<file path="config.mk">
export PLATFORM = sky130hd
export DESIGN_NAME = flash_read_arbiter
export DESIGN_NICKNAME = d
export VERILOG_FILES = /design/src/rtl/flash_arb_pkg.sv /design/src/rtl/flash_read_arbiter_rr_pick2.sv /design/src/rtl/flash_read_arbiter.sv
export SDC_FILE = /design/constraint.sdc
export NUM_CORES = 1
export LEC_CHECK = 0
export ABC_AREA = 1
export ABC_CLOCK_PERIOD_IN_PS = 1830
export BUFFER_PORTS_ARGS = -buffer_cell sky130_fd_sc_hd__clkbuf_2
export CAP_MARGIN = 0
export CORE_MARGIN = 4
export CORE_UTILIZATION = 46
export DETAILED_ROUTE_END_ITERATION = 10
export GPL_TIMING_DRIVEN = 0
export HOLD_SLACK_MARGIN = 0.1
export PLACE_DENSITY = 0.8
export REMOVE_ABC_BUFFERS = 1
export SETUP_SLACK_MARGIN = 0.4
export SYNTH_ARGS = -nofsm -noshare
export SYNTH_HDL_FRONTEND = slang
export SYNTH_SLANG_ARGS = --single-unit
</file>
<file path="constraint.sdc">
create_clock -name clk -period 1.83 [get_ports clk]
set_input_delay 0.0915 -clock clk [delete_from_list [all_inputs] [get_ports clk]]
set_output_delay 0.0915 -clock clk [all_outputs]
set_load 0.01 [all_outputs]
</file>
<file path="src/rtl/flash_arb_pkg.sv">
// flash_arb_pkg: shared state encoding and constants
// for the two-requester flash read arbiter.
package flash_arb_pkg;

   typedef enum logic [1:0] {
      IDLE      = 2'd0,
      ISSUE     = 2'd1,
      WAIT_DATA = 2'd2
   } state_e;

   localparam int         ADDR_W_DEF = 23;
   localparam int         DATA_W_DEF = 32;
   localparam logic [3:0] BYTEEN_ALL = 4'b1111;

   function automatic logic [1:0] onehot2(input logic idx);
      return idx ? 2'b10 : 2'b01;
   endfunction

endpackage

</file>
<file path="src/rtl/flash_read_arbiter_rr_pick2.sv">
// rr_pick2: combinational two-way round-robin pick.
// A tie goes to the requester that was not served last.
module rr_pick2 (
   input  logic [1:0] req_i,
   input  logic       last_grant_i,
   output logic       gnt_valid_o,
   output logic       gnt_idx_o
);

   always_comb begin
      gnt_valid_o = |req_i;
      unique case (req_i)
         2'b01:   gnt_idx_o = 1'b0;
         2'b10:   gnt_idx_o = 1'b1;
         2'b11:   gnt_idx_o = ~last_grant_i;
         default: gnt_idx_o = 1'b0;
      endcase
   end

endmodule

</file>
<file path="src/rtl/flash_read_arbiter.sv">
// flash_read_arbiter: shares one Avalon-MM flash read port between
// two requesters, one read outstanding, with a readdatavalid timeout.
module flash_read_arbiter
   import flash_arb_pkg::*;
#(
   parameter int ADDR_W  = ADDR_W_DEF,
   parameter int DATA_W  = DATA_W_DEF,
   parameter int TIMEOUT = 1024
) (
   input  logic                clk,
   input  logic                rst,
   input  logic [1:0]          req_read,
   input  logic [2*ADDR_W-1:0] req_address,
   output logic [1:0]          req_waitrequest,
   output logic [DATA_W-1:0]   req_readdata,
   output logic [1:0]          req_readdatavalid,
   output logic                flash_mem_read,
   output logic [ADDR_W-1:0]   flash_mem_address,
   output logic [3:0]          flash_mem_byteenable,
   input  logic                flash_mem_waitrequest,
   input  logic [DATA_W-1:0]   flash_mem_readdata,
   input  logic                flash_mem_readdatavalid,
   output logic                busy,
   output logic                timeout_err
);

   localparam int CNT_W = $clog2(TIMEOUT);
   localparam logic [CNT_W-1:0] CNT_LIM = CNT_W'(TIMEOUT - 1);

   state_e              state_q, state_d;
   logic                grant_q, grant_d;
   logic                last_q, last_d;
   logic [ADDR_W-1:0]   addr_q, addr_d;
   logic [CNT_W-1:0]    cnt_q, cnt_d;
   logic [DATA_W-1:0]   rdata_q, rdata_d;
   logic [1:0]          rvalid_q, rvalid_d;
   logic                err_q, err_d;

   logic                gnt_valid;
   logic                gnt_idx;
   logic [ADDR_W-1:0]   addr_sel;
   logic                accept;

   rr_pick2 u_pick (
      .req_i        (req_read),
      .last_grant_i (last_q),
      .gnt_valid_o  (gnt_valid),
      .gnt_idx_o    (gnt_idx)
   );

   assign addr_sel = gnt_idx ? req_address[2*ADDR_W-1:ADDR_W]
                             : req_address[ADDR_W-1:0];
   assign accept   = (state_q == ISSUE) & ~flash_mem_waitrequest;

   always_ff @(posedge clk) begin
      if (rst) begin
         state_q  <= IDLE;
         grant_q  <= 1'b0;
         last_q   <= 1'b1;
         addr_q   <= '0;
         cnt_q    <= '0;
         rdata_q  <= '0;
         rvalid_q <= '0;
         err_q    <= 1'b0;
      end else begin
         state_q  <= state_d;
         grant_q  <= grant_d;
         last_q   <= last_d;
         addr_q   <= addr_d;
         cnt_q    <= cnt_d;
         rdata_q  <= rdata_d;
         rvalid_q <= rvalid_d;
         err_q    <= err_d;
      end
   end

   always_comb begin
      state_d  = state_q;
      grant_d  = grant_q;
      last_d   = last_q;
      addr_d   = addr_q;
      cnt_d    = cnt_q;
      rdata_d  = rdata_q;
      rvalid_d = '0;
      err_d    = err_q;
      unique case (state_q)
         IDLE: begin
            if (gnt_valid) begin
               grant_d = gnt_idx;
               addr_d  = addr_sel;
               cnt_d   = '0;
               state_d = ISSUE;
            end
         end
         ISSUE: begin
            if (!flash_mem_waitrequest) begin
               state_d = WAIT_DATA;
            end
         end
         WAIT_DATA: begin
            // valid beats the timeout when both land together
            if (flash_mem_readdatavalid) begin
               rdata_d  = flash_mem_readdata;
               rvalid_d = onehot2(grant_q);
               last_d   = grant_q;
               state_d  = IDLE;
            end else if (cnt_q == CNT_LIM) begin
               err_d   = 1'b1;
               last_d  = grant_q;
               state_d = IDLE;
            end else begin
               cnt_d = cnt_q + CNT_W'(1);
            end
         end
         default: state_d = IDLE;
      endcase
   end

   always_comb begin
      flash_mem_read       = (state_q == ISSUE);
      flash_mem_address    = addr_q;
      flash_mem_byteenable = BYTEEN_ALL;
      req_waitrequest      = accept ? ~onehot2(grant_q) : 2'b11;
      req_readdata         = rdata_q;
      req_readdatavalid    = rvalid_q;
      busy                 = (state_q != IDLE);
      timeout_err          = err_q;
   end

endmodule

</file>
==> summary.md <==
| Metric | Value |
|---|---|
| Post-route DRC | `0` |
| Max-Cap Viols | `0` |
| Crit path arrival time | `between 1.5 and 2 ns` |
| TNS Setup | `0 ns` |
| Post-synth ARST share | `0%` |
| Crit Path Max Fanout | `23` |
| Main synth FF type | `dfxtp_1` |
| Clock Skew | `around 0.015 ns` |
| CTS max path bufs | `2` |
| Peak supply drop | `slightly below 600 uV` |
| Mapped cell area | `just over 3000 um2` |
| Final Critical Period | `~1.4 ns` |
| Core Rows | `29` |
| CP Launch Type | `primary input` |
| Share of cells above drive strength 1 | `33.3%` |
| Die Span Y | `89.9 um` |
| Core area | `between 6000 and 7000 um2` |
| H-tree levels | `3` |
| Status | `completed` |
| Gate Count Post-Synth | `roughly 400` |
| Drt first-iter violations | `roughly 250` |
| Die area | `around 8100 um2` |
| Least-Margin Pin Slew | `0.890 ns` |
| Num CTS Buffers | `9` |
| DR vias/cell | `between 5 and 6` |
| Fmax | `around 700 MHz` |
| Yosys top cell by area | `dfxtp_1` |
| Initial antenna violation count | `0` |
| Leakage power | `approximately 2.4 nW` |
| Remaining Overflow, GRT | `0` |
| Drt total wl | `between 10000 and 15000 um` |
| Final Setup Violations | `0` |
| Yosys warns | `0` |
| Worst slack on hold paths | `between 0.1 and 0.15 ns` |
| Seq cells post-synth | `72` |
| Commonest cells in the netlist | `86 x nand2_1, 72 x dfxtp_1, 69 x nor2_1, 52 x o21ai_0, 23 x a31oi_1` |
| Die X | `roughly 90 um` |
| Worst path max stage delay | `~0.60 ns` |
| Crit path kind | `primary input to flop` |
| Placer Congestion | `slightly below 0.8` |
| Worst path slowest cell | `dlygate4sd3_1` |
| Post-DRT Antenna Nets | `0` |
| Yosys top cell area share | `between 40% and 50%` |
| CP Capture Type | `flop` |
| Synth-to-layout area growth | `63.3%` |
| Clock slew at reported path FFs | `approximately 0.080 ns` |
| RSZ-0062 raised after global routing | `false` |
| Post-synthesis cell type count | `32` |
| Fin. max-slew vios | `0` |
| Post-layout nets | `roughly 730` |
| Final core occ | `78.5%` |
| Slew margin rel. | `40.7%` |
| Drt pass-1 iters | `6` |
| Initial core utilization | `a little under 50%` |
| Most numerous cell in the Yosys netlist | `nand2_1` |
| Clk_lat worst skew | `0.35 ns` |
| Top-Level Pins | `150` |
| Synth area leaders | `dfxtp_1 47%, nand2_1 10%, o21ai_0 8.4%, nor2_1 8.4%, a31oi_1 4.7%` |
| Hold Path Class | `primary input to flop` |
| Sequential area share after synthesis | `a little under half` |
| Vias in the first global route | `3880` |
| EDFF count, synth | `0` |
| Post-DP HPWL | `between 5000 and 6000 um` |
| Req. time, crit path | `around 2 ns` |
| CTS Sinks | `72` |
| Worst-path cell chain | `clkbuf_2 -> dlygate4sd3_1 -> o21ai_4 -> bufinv_16 -> o21ai_0 -> a31oi_1` |
| Avg WL per Cell | `around 17 um` |
| Crit path buffers/inverters | `3` |
| Largest net degree at the start of global routing | `61` |
| Power Density | `742 nW/um2` |
| Post-route clock period utilization | `roughly three quarters` |
| ANT cells | `0` |
| Family with the most delay on the worst path | `buffers and inverters` |
| Root Driver | `clkbuf_8` |
| Final Hold Viols | `0` |
| Vias | `around 4000` |
| Syn Area/Cell | `7.53 um2` |
| CTS tree | `yes` |
| First-pass GRT wire length | `18700 um` |
| Total Routing Usage GR | `between 20% and 30%` |
| Port-buffer cells | `145` |
## logic make-up (layout without fill, tap and decap cells)
kind of cell / after synthesis / count (layout) / share of synthesized area [%]
AOI/OAI and AO/OA: 93 / 93 / 16.1
adders and majority gates: 1 / 1 / 0.405
xor gates and xnor gates: 1 / 1 / 0.284
DFF: 72 / 72 / 46.7
buffers and inverters: 49 / 283 / 8.76
other: 1 / 4 / 0.121
and+or+nand+nor: 193 / 195 / 27.6
## flip-flops by register name (all words and copies together), names as in the netlist
signal and cells:
last_q 1, flash_mem_address 23, grant_q 1, cnt_q 10, timeout_err 1, req_readdata 32, req_readdatavalid 2, state_q 2
## final cells by class
type	count	area [um2]
Clock buffer	12	145
Clock inverter	4	53.8
Fill cell	389	1380
Inverter	24	128
Multi-Input combinational cell	294	1480
Sequential cell	72	1450
Tap cell	77	96.3
Timing Repair Buffer	241	1670
Timing Repair inverter	2	16.3
## metrics by stage
| step | power, mW | setup WS [ns] | area (um2) | cells |
|---|---|---|---|---|
| 4_1_cts | 3.63 | 0.392 | 4860 | 713 |
| 6_report | 3.74 | 0.441 | 5040 | 726 |
| 3_3_place_gp | 2.23 | -0.175 | 3750 | 610 |
| 3_5_place_dp | 2.24 | -0.200 | 3750 | 610 |
| 5_1_grt | 3.88 | 0.376 | 5040 | 726 |
| 2_1_floorplan | 1.99 | 0.373 | 2930 | 388 |
## cells in the final DEF (no fill, tap or decap), types with 7 or more instances in the layout
cell type	instances
buf_4	14
clkbuf_2	145
a21oi_1	9
nand3_1	14
nor2_2	7
nand2_1	84
dfxtp_1	68
a31oi_1	23
clkbuf_8	10
o21ai_0	52
dlygate4sd3_1	80
nor2_1	69
inv_1	17
## power breakdown
group	total (mW)	internal, mW	switching, mW
Combinational	0.752	0.359	0.394
Sequential	1.71	1.65	0.0549
Clock	1.28	0.671	0.609
## what timing repair did
action,CTS,global route
endpoints found under the setup margin,73,65
gates cloned,3,1
resized for setup,11,16
hold endpoints to repair,57,0
setup buffers,4,12
pin swaps,5,9
hold buffers,80,0
## path summary, 6_finish.rpt
| path | startpoint | endpoint | slack, ns | cells after the start |
|---|---|---|---|---|
| max reg2reg | cnt_q[0] | last_q | 0.44 | 7 |
| min | rst | cnt_q[1] | 0.15 | 2 |
| min reg2reg | cnt_q[6] | cnt_q[6] | 0.49 | 2 |
| max | req_read[0] | flash_mem_address[14] | 0.44 | 6 |
## routing by layer
| metal | vias up | routed length (um) | track usage, % |
|---|---|---|---|
| li1 | 1807 | - | - |
| met1 | 1812 | 4480 | 30.8 |
| met2 | 250 | 6260 | 49.6 |
| met3 | 58 | 930 | 9.27 |
| met4 | 0 | 636 | 14.7 |
| met5 | - | 0 | 0 |
Note: power is estimated with default switching activity, not from simulation.
